$ cat config.mk
export PLATFORM = sky130hd
export DESIGN_NAME = arbitro_escritura_br
export DESIGN_NICKNAME = d
export VERILOG_FILES = /design/src/rtl/arb_br_pkg.sv /design/src/rtl/arbitro_escritura_br_rr_prioridad.sv /design/src/rtl/arbitro_escritura_br.sv
export SDC_FILE = /design/constraint.sdc
export NUM_CORES = 1
export LEC_CHECK = 0
export ABC_AREA = 1
export BUFFER_PORTS_ARGS = -buffer_cell sky130_fd_sc_hd__buf_2
export CELL_PAD_IN_SITES_DETAIL_PLACEMENT = 0
export CELL_PAD_IN_SITES_GLOBAL_PLACEMENT = 2
export CORE_MARGIN = 5
export CORE_UTILIZATION = 21
export DETAILED_ROUTE_END_ITERATION = 10
export MAX_ROUTING_LAYER = met4
export PLACE_DENSITY_LB_ADDON = 0.2
export SYNTH_ARGS = -nofsm -noshare
export SYNTH_HDL_FRONTEND = slang
export SYNTH_HIERARCHICAL = 1
export SYNTH_SLANG_ARGS = --single-unit
$ cat constraint.sdc
create_clock -name clk -period 2.9 [get_ports clk]
set_clock_uncertainty 0.1 [all_clocks]
set_input_delay 0.145 -clock clk [delete_from_list [all_inputs] [get_ports clk]]
set_output_delay 0.145 -clock clk [all_outputs]
set_load 0.05 [all_outputs]
$ cat src/rtl/arb_br_pkg.sv
// rtl/arb_br_pkg.sv - shared types and constants for the register-bank write arbiter
//
// Purpose : state encoding, reserved register address and default widths used by
//           arbitro_escritura_br and its rotating priority encoder.
// Ports   : none (package).
package arb_br_pkg;

    // Default register address / data widths of the bank.
    localparam int AW_DEF = 5;
    localparam int DW_DEF = 32;

    // Register 0 is hard-wired to zero; writes to it are accepted and dropped.
    localparam logic [4:0] REG_ZERO = 5'd0;

    // Arbiter states: ARB picks round-robin, LOCK keeps the port for one owner.
    typedef enum logic [0:0] {
        ARB  = 1'b0,
        LOCK = 1'b1
    } arb_state_e;

    // Next round-robin pointer: one past the winner, wrapping at nreq.
    function automatic int next_ptr(input int winner, input int nreq);
        return (winner >= nreq - 1) ? 0 : winner + 1;
    endfunction

endpackage

$ cat src/rtl/arbitro_escritura_br_rr_prioridad.sv
// rtl/arbitro_escritura_br_rr_prioridad.sv - combinational rotating priority encoder
//
// Purpose : finds the first asserted request searching upward from rr_ptr,
//           wrapping from NREQ-1 to 0.
// Ports   : req    in  NREQ          request vector
//           rr_ptr in  clog2(NREQ)   highest-priority index this cycle (< NREQ)
//           gnt    out NREQ          one-hot grant, all zero when req is zero
//           idx    out clog2(NREQ)   index of the granted bit (0 when none)
module rr_prioridad #(
    parameter int NREQ = 3
) (
    input  logic [NREQ-1:0]         req,
    input  logic [$clog2(NREQ)-1:0] rr_ptr,
    output logic [NREQ-1:0]         gnt,
    output logic [$clog2(NREQ)-1:0] idx
);

    localparam int IW = $clog2(NREQ);

    int pos;

    // Walk the rotated order from the lowest priority to the highest so the
    // last hit (smallest offset from rr_ptr) is the one that survives.
    always_comb begin
        gnt = '0;
        idx = '0;
        pos = 0;
        for (int k = NREQ - 1; k >= 0; k--) begin
            pos = int'(rr_ptr) + k;
            if (pos >= NREQ) begin
                pos = pos - NREQ;
            end
            if (req[pos]) begin
                gnt      = '0;
                gnt[pos] = 1'b1;
                idx      = IW'(pos);
            end
        end
    end

endmodule

$ cat src/rtl/arbitro_escritura_br.sv
// rtl/arbitro_escritura_br.sv - round-robin arbiter for the register-bank write port
//
// Purpose : shares the single Write/WA/WD port among NREQ writeback sources with
//           valid/ready handshakes, round-robin fairness and lockable bursts.
//           Optional build macro: ARB_GRANT_CNT_EN adds the grant_cnt output.
// Ports   : clk        in  1            clock, rising edge
//           rst        in  1            synchronous active-high reset
//           stall      in  1            blocks new grants while high
//           req_valid  in  NREQ         per-requester write request
//           req_lock   in  NREQ         keep the grant for the next cycle
//           req_wa     in  NREQ*AW      packed addresses, requester i at [i*AW +: AW]
//           req_wd     in  NREQ*DW      packed data, requester i at [i*DW +: DW]
//           req_ready  out NREQ         one-hot combinational grant
//           Write      out 1            registered bank write enable
//           WA         out AW           registered bank write address
//           WD         out DW           registered bank write data
//           grant_cnt  out 16           handshake counter (ARB_GRANT_CNT_EN only)
//           grant_id   out clog2(NREQ)  requester owning the registered write
module arbitro_escritura_br
    import arb_br_pkg::*;
#(
    parameter int NREQ = 3,
    parameter int AW   = AW_DEF,
    parameter int DW   = DW_DEF
) (
    input  logic                    clk,
    input  logic                    rst,
    input  logic                    stall,
    input  logic [NREQ-1:0]         req_valid,
    input  logic [NREQ-1:0]         req_lock,
    input  logic [NREQ*AW-1:0]      req_wa,
    input  logic [NREQ*DW-1:0]      req_wd,
    output logic [NREQ-1:0]         req_ready,
    output logic                    Write,
    output logic [AW-1:0]           WA,
    output logic [DW-1:0]           WD,
`ifdef ARB_GRANT_CNT_EN
    output logic [15:0]             grant_cnt,
`endif
    output logic [$clog2(NREQ)-1:0] grant_id
);

    localparam int IW = $clog2(NREQ);

    localparam logic [0:0] ST_ARB  = ARB;
    localparam logic [0:0] ST_LOCK = LOCK;

    logic [0:0]      state;
    logic [IW-1:0]   rr_ptr;
    logic [IW-1:0]   lock_id;

    logic [NREQ-1:0] arb_gnt;
    logic [IW-1:0]   arb_idx;
    logic [NREQ-1:0] ready;
    logic [IW-1:0]   win_idx;
    logic            handshake;
    logic [AW-1:0]   wa_sel;
    logic [DW-1:0]   wd_sel;
    logic [IW-1:0]   rr_next;

    rr_prioridad #(
        .NREQ (NREQ)
    ) u_rr_prioridad (
        .req    (req_valid),
        .rr_ptr (rr_ptr),
        .gnt    (arb_gnt),
        .idx    (arb_idx)
    );

    // Grant is combinational so a source sees ready in the same cycle it asks.
    // Reset and stall both suppress it; in LOCK only the owner may be granted.
    always_comb begin
        ready = '0;
        if (!rst && !stall) begin
            if (state == ST_ARB) begin
                ready = arb_gnt;
            end else if (req_valid[lock_id]) begin
                ready[lock_id] = 1'b1;
            end
        end
    end

    assign req_ready = ready;
    assign handshake = |(req_valid & ready);
    assign win_idx   = (state == ST_LOCK) ? lock_id : arb_idx;
    assign wa_sel    = req_wa[int'(win_idx) * AW +: AW];
    assign wd_sel    = req_wd[int'(win_idx) * DW +: DW];
    assign rr_next   = IW'(next_ptr(int'(win_idx), NREQ));

    // Arbitration state: pointer rotation and lock ownership.
    always_ff @(posedge clk) begin
        if (rst) begin
            state   <= ST_ARB;
            rr_ptr  <= '0;
            lock_id <= '0;
        end else begin
            if (handshake) begin
                rr_ptr <= rr_next;
            end
            case (state)
                ST_ARB: begin
                    if (handshake && req_lock[win_idx]) begin
                        state   <= ST_LOCK;
                        lock_id <= win_idx;
                    end
                end
                default: begin
                    // A stall freezes the burst; otherwise the owner either
                    // finishes (lock dropped) or abandons it (valid dropped).
                    if (!stall) begin
                        if (!req_valid[lock_id]) begin
                            state <= ST_ARB;
                        end else if (!req_lock[lock_id]) begin
                            state <= ST_ARB;
                        end
                    end
                end
            endcase
        end
    end

    // Registered bank port. Address/data/id hold between handshakes; only the
    // enable pulses. A register-0 target still latches WA/WD but never writes.
    always_ff @(posedge clk) begin
        if (rst) begin
            Write    <= 1'b0;
            WA       <= '0;
            WD       <= '0;
            grant_id <= '0;
        end else if (handshake) begin
            Write    <= (wa_sel != AW'(REG_ZERO));
            WA       <= wa_sel;
            WD       <= wd_sel;
            grant_id <= win_idx;
        end else begin
            Write    <= 1'b0;
        end
    end

`ifdef ARB_GRANT_CNT_EN
    // Counts every accepted transfer, dropped register-0 writes included.
    always_ff @(posedge clk) begin
        if (rst) begin
            grant_cnt <= '0;
        end else if (handshake) begin
            grant_cnt <= grant_cnt + 16'd1;
        end
    end
`endif

endmodule

==> metrics.cfg, run 1 <==
[run_status]
status = finished clean

[worst_hold_path]
worstHoldStart = req_wd[78]
hold_class = in -> reg

[timing]
period_share_pct = 91.1
relSlewSlack_pct = 66.8
finalSetupViolations = 0
post-route-min-period_ns = 2.64
grt_setup_unrepaired = no
tightest_slew_ns = 0.498
timing.fmax_mhz = 379
hold_viol = 0
slew_viol_final = 0
tns_ns = 0
fin_worst_hold_slack_ns = 0.0188

[routing]
vias_per_cell = 4.37
drt-initial-drc-count = 185
ant_nets = 0
first_pass_iters = 4
wl_per_cell_um = 14.1
drc = 0
wl_mm = 11.2
num_vias = 3469

[critical_path]
critical_path_required_ns = 3.02
startpoint = rr_ptr[0]$_SDFFE_PP0P_
crit_chain = inv_1 > ha_2 > inv_2 > nand3_2 > nand2_1 > nand2_1 > nand2_1 > nand2_1 > nand2_1 > nand2_1 > inv_1 > nand2_1 > nand2_4 > nor2_8 > buf_4 > nand2_1 > nand3_1 > nand2_1 > a21oi_1
crit_type = reg -> reg
critPathArrivalTime_ns = 2.76
worst-path-max-fanout = 11
critical-path-top-delay-family = simple AND/OR/NAND/NOR gates
r2r_start = rr_ptr[0]$_SDFFE_PP0P_
crit_buf_inv = 4
path_common_cell = nand2_1
start_kind = flip-flop
endpoint_kind = flip-flop
cp_slowest_cell = ha_2
cp_slowest_stage_delay_ns = 0.38

[global_routing]
grt-ovfl-total = 0
grt_first_pass_wirelength_mm = 17.9
antenna_found_initial = 0
grt_pass1_vias = 3608
grt_max_degree = 34
grt_use_total_pct = 14.1

[layout]
finalInstanceArea_sq_um = 4010
fillerInstances = 1574
final_nets = 741
drive_above_1_share_pct = 34.6
n_antenna_cell = 0
syn_to_final_growth_pct = 40.2

[synth]
yosysTopAreaCell = dfxtp_1
synthesis.instances = 458
ys_types = 25
yosys_register_bits = 45
syn_avg_cell_area_sq_um = 6.25
synth_warnings = 6
syn_area_sq_um = 2860
yosysSeqAreaShare_pct = 31.5
synthTopCellsByArea = dfxtp_1 (31%), nand2_1 (23%), nand3_1 (9.4%), a21oi_1 (6.8%), o21ai_0 (5.2%)
synth_top_area_share_pct = 31.5
syn-num-nets = 582

[die]
ios = 163
core_area_sq_um = 13300
die_y_um = 127
die_x_um = 127
die_area_sq_um = 16100
initial_core_util_pct = 21.5
rows = 42

[place]
port_buffers = 162
placed_cell_area_sq_um = 3810
dpl.hpwl_mm = 8.73
place_congestion = 0.811

[cts]
clockBufferDepth = 2
htree_levels = 2
clock-sinks = 45
cts_tree = built
path_clk_slew_ns = 0.07
worstSkewPairLatency_ns = 0.29
cts_buffers = 5
cts_root_buf = clkbuf_16

[power]
p_leak_nw = 2.10
total_power_w = 0.00317
powerDensity_nw_per_um2 = 791
ir_worst_vdd_uv = 364

[job]
maxCapViolations = 0

path summary, 6_finish.rpt:
check | to | slack (ns) | cells past startpoint
hold / removal | WD[14]$_SDFFE_PP0P_ | 0.02 | 3
setup / recovery | WD[13]$_SDFFE_PP0P_ | 0.26 | 19
hold reg to reg | WD[13]$_SDFFE_PP0P_ | 0.36 | 2
setup reg to reg | WD[13]$_SDFFE_PP0P_ | 0.26 | 19
sequential cells by signal, summed over array words and instances (netlist names):
name / cells
lock_id: 2
Write: 1
WD: 32
rr_ptr: 2
grant_id: 2
state: 1
WA: 5
cell usage in the layout, fill, tap and decap left out:
cell,netlist,final
o21ai_0,30,30
clkbuf_16,0,5
a21oi_1,39,39
inv_2,5,4
nand3_1,54,54
buf_8,0,1
clkinv_8,0,1
nand3_2,2,2
nand2_2,9,8
ha_2,0,1
nor2_1,36,36
buf_12,0,1
nor2_4,1,1
buf_4,4,13
dfxtp_1,45,44
inv_4,2,2
ha_1,4,3
nand2_1,178,178
nor2_2,1,1
buf_2,4,162
nand3_4,1,1
clkbuf_8,0,1
clkinvlp_4,0,1
nand2_4,2,3
dfxtp_2,0,1
inv_6,0,1
inv_1,15,15
nor2_8,1,1
a21oi_2,3,3
and2_1,3,3
nand4_1,2,2
synthesized netlist by cell type:
cell type and number:
and2_1 3, nand4_1 2, nand3_1 54, buf_2 4
nor2_2 1, buf_4 4, o21ai_0 30, ha_1 4
nand2_4 2, nor2_1 36, nand3_4 1, nand2_2 9
nor2_4 1, inv_4 2, a21oi_1 39, nand3_2 2
nor2_8 1, inv_2 5, buf_6 10, dfxtp_1 45
a21oi_2 3, clkbuf_1 5, nand2_1 178, inv_1 15
clkbuf_2 2
power by group:
part | internal, W | switching, W | total, W
clock network | 0.000346 | 0.000252 | 0.000598
registers | 0.000726 | 0.0000622 | 0.000788
logic | 0.000548 | 0.00124 | 0.00179
total | 0.00162 | 0.00155 | 0.00317
worst reg2reg max path, delay by kind of cell, from the launching register on:
family                     cells  cell delay (ns)
and+or+nand+nor               13             1.20
AOI/OAI and AO/OA              1             0.13
adders and majority gates      1             0.38
DFF                            1             0.36
buffers and inverters          4             0.41
layer usage:
layer  part of all wire [%]  track usage [%]
met3                    5.3             3.11
met5                      0                -
met4                    1.3             3.03
met2                     48             23.6
met1                     45             17.6
cell type report:
| class | count | area [sq um] | share of cell area (%) |
|---|---|---|---|
| Clock buffer | 6 | 139 | 3.46 |
| Clock inverter | 2 | 16.3 | 0.406 |
| Inverter | 22 | 100 | 2.50 |
| Multi-Input combinational cell | 366 | 1690 | 42.1 |
| Sequential cell | 45 | 902 | 22.5 |
| Tap cell | 176 | 220 | 5.49 |
| Timing Repair Buffer | 177 | 943 | 23.5 |
kinds of logic after synthesis:
| family | after synthesis | synth area share, % |
|---|---|---|
| buffers and inverters | 47 | 9.76 |
| AO/OA/AOI/OAI | 72 | 13.0 |
| adder cells (fa/ha/maj) | 4 | 1.75 |
| AND/OR/NAND/NOR | 290 | 44.0 |
| flip-flops | 45 | 31.5 |
timing repair:
action | CTS | global route
hold buffers | 0 | 0
endpoints found under the setup margin | 0 | 38
resized for setup | 0 | 9
buffers inserted | 0 | 2
per-stage QoR:
stage / std cells / setup WS (ns) / utilization, %
finish: 794 / 0.259 / 30.2
detailed placement: 784 / 0.0546 / 28.7
CTS: 792 / 0.0302 / 29.8
global route: 794 / 0.0311 / 30.2
global placement: 784 / 0.145 / 28.7
floorplan: 458 / 0.627 / -
No activity file was read; power rests on OpenSTA's default activity.
==> inputs of run 2 (changes only) <==
--- a/config.mk
+++ b/config.mk
@@ -8,9 +8,9 @@
 export ABC_AREA = 1
 export BUFFER_PORTS_ARGS = -buffer_cell sky130_fd_sc_hd__buf_2
 export CELL_PAD_IN_SITES_DETAIL_PLACEMENT = 0
-export CELL_PAD_IN_SITES_GLOBAL_PLACEMENT = 2
+export CELL_PAD_IN_SITES_GLOBAL_PLACEMENT = 1
 export CORE_MARGIN = 5
-export CORE_UTILIZATION = 21
+export CORE_UTILIZATION = 29
 export DETAILED_ROUTE_END_ITERATION = 10
 export MAX_ROUTING_LAYER = met4
 export PLACE_DENSITY_LB_ADDON = 0.2
==> run 2 against run 1 <==
Effect of this change:
- hold slack worse by 0.0077 ns
- die area decreased by 26%
- largest cell class unchanged
- setup slack worse by 0.0052 ns
- largest power group unchanged
- fmax fell by 0.20%
==> metrics.cfg, run 2 (same netlist as run 1, synthesis figures left out) <==
[run_status]
status = finished clean

[power]
p_leak_nw = 2.05
powerDensity_nw_per_um2 = 760
ir_worst_vdd_uv = 317
total_power_w = 0.00294

[timing]
tns_ns = 0
period_share_pct = 91.3
tightest_slew_ns = 0.505
finalSetupViolations = 0
timing.fmax_mhz = 378
slew_viol_final = 0
relSlewSlack_pct = 66.3
hold_viol = 0
post-route-min-period_ns = 2.65
grt_setup_unrepaired = no

[die]
die_area_sq_um = 11900
rows = 36
die_x_um = 109
initial_core_util_pct = 29.5
die_y_um = 109
core_area_sq_um = 9680
ios = 163

[global_routing]
antenna_found_initial = 1
grt_first_pass_wirelength_mm = 15.0
grt_pass1_vias = 3171
grt_max_degree = 41
grt_use_total_pct = 16.2
grt-ovfl-total = 0

[layout]
layout_commonest_cell = nand2_1
largest-register = WD
regArea_sq_um = 901
final_nets = 736
largest_reg_flops = 32
drive_above_1_share_pct = 33.9
syn_to_final_growth_pct = 35.3
top_regs = WD (32), WA (5)
fin_cells = 747
multi_input_area_sq_um = 1710
finalInstanceArea_sq_um = 3870
finish.utilization_pct = 40.0
fillerInstances = 1041
mostFrequentLayoutCells = nand2_1 (178), buf_2 (162), nand3_1 (54)

[critical_path]
cp_slowest_stage_delay_ns = 0.43
critPathArrivalTime_ns = 2.74
reg2regPathDepth = 18
worst-path-max-fanout = 19
rrSetupSlack_ns = 0.25
cp_slowest_cell = dfxtp_1
r2r_end = Write$_SDFF_PP0_
start_kind = flip-flop
crit_buf_inv = 4
crit_type = reg -> reg
crit_chain = inv_1 > ha_1 > inv_1 > nand3_1 > nand2_1 > inv_2 > nand2_1 > nand2_1 > nand2_2 > nand2_4 > nand2_4 > clkinv_8 > nand2_1 > nand3_1 > nor2_1 > nand2_1 > nand2_1 > nand2_1
critical-path-top-delay-family = simple AND/OR/NAND/NOR gates
endpoint_kind = flip-flop
r2r_start = rr_ptr[1]$_SDFFE_PP0P_
critical_path_required_ns = 2.99
path_common_cell = nand2_1

[worst_hold_path]
min_delay_path_depth = 3
worstHoldStart = req_wd[71]
hold_class = in -> reg
hold-path-endpoint = WD[7]$_SDFFE_PP0P_

[cts]
clock-sinks = 45
cts_tree = built
cts_setup_buffers = 0
cts_root_buf = clkbuf_8
htree_levels = 2
cts_buffers = 5
holdBufCountCts = 0
path_clk_slew_ns = 0.09
clockBufferDepth = 2
worstSkewPairLatency_ns = 0.30

[routing]
ant_nets = 0
vias_per_cell = 4.60
first_pass_iters = 4
wl_mm = 10.2
drc = 0
drt-initial-drc-count = 139
num_vias = 3433
wl_per_cell_um = 13.7

[place]
placed_cell_area_sq_um = 3720
placed_cells = 736
place_congestion = 0.872
port_buffers = 162
dpl.hpwl_mm = 7.45

[job]
maxCapViolations = 0

## run 2: cell types whose count changed in the layout (fill, tap and decap cells not counted), sizes merged
cell and change:
clkinv +1, clkbuf -1, diode +1, nor2 +1, buf -7, inv +1
## run 2: routing by layer
layer / vias up / part of all wire [%] / global-route usage (%)
li1: 1781 / - / -
met1: 1542 / 43 / 19.5
met4: 0 / 1.0 / 3.56
met2: 101 / 50 / 28.0
met3: 9 / 6.4 / 3.52
met5: - / 0 / -
## run 2: timing repair
action,in CTS,in global routing
setup endpoints to repair,0,36
hold endpoints to repair,0,0
gates resized for setup,0,8
## run 2: worst min-delay path, stage by stage
cell and delay [ns]:
buf_2 0.08, a21oi_1 0.05, a21oi_1 0.11
## run 2: metrics by stage
stage	hold WS [ns]	setup WS, ns
2_1_floorplan	0.216	0.627
3_3_place_gp	0.310	0.222
3_5_place_dp	0.314	0.175
4_1_cts	0.00585	0.139
5_1_grt	0.0226	0.00894
6_report	0.0111	0.254
## run 2: layout make-up
type,count,area share [%]
multi-input combinational,367,44.2
sequential,45,23.3
timing repair buffer,170,23.1
tap,133,4.30
inverter,22,2.52
clock buffer,5,1.78
clock inverter,3,0.550
timing repair inverter,1,0.226
antenna,1,0.0647
## run 2: how the worst max path moves through the flow
stage / from / to / slack, ns / depth (start not counted)
final: rr_ptr[1]$_SDFFE_PP0P_ / Write$_SDFF_PP0_ / 0.25 / 18
after global routing: rr_ptr[1]$_SDFFE_PP0P_ / Write$_SDFF_PP0_ / 0.009 / 18
after CTS: rr_ptr[0]$_SDFFE_PP0P_ / Write$_SDFF_PP0_ / 0.14 / 21
after detailed placement: rr_ptr[0]$_SDFFE_PP0P_ / Write$_SDFF_PP0_ / 0.17 / 21
after global placement: rr_ptr[0]$_SDFFE_PP0P_ / Write$_SDFF_PP0_ / 0.22 / 21
after floorplan: rr_ptr[0]$_SDFFE_PP0P_ / WD[0]$_SDFFE_PP0P_ / 0.63 / 18
## run 2: power breakdown
part	total [W]	switching, W	internal (W)
Combinational	0.00175	0.00123	0.000519
Sequential	0.000784	0.0000596	0.000725
Clock	0.000409	0.000237	0.000172
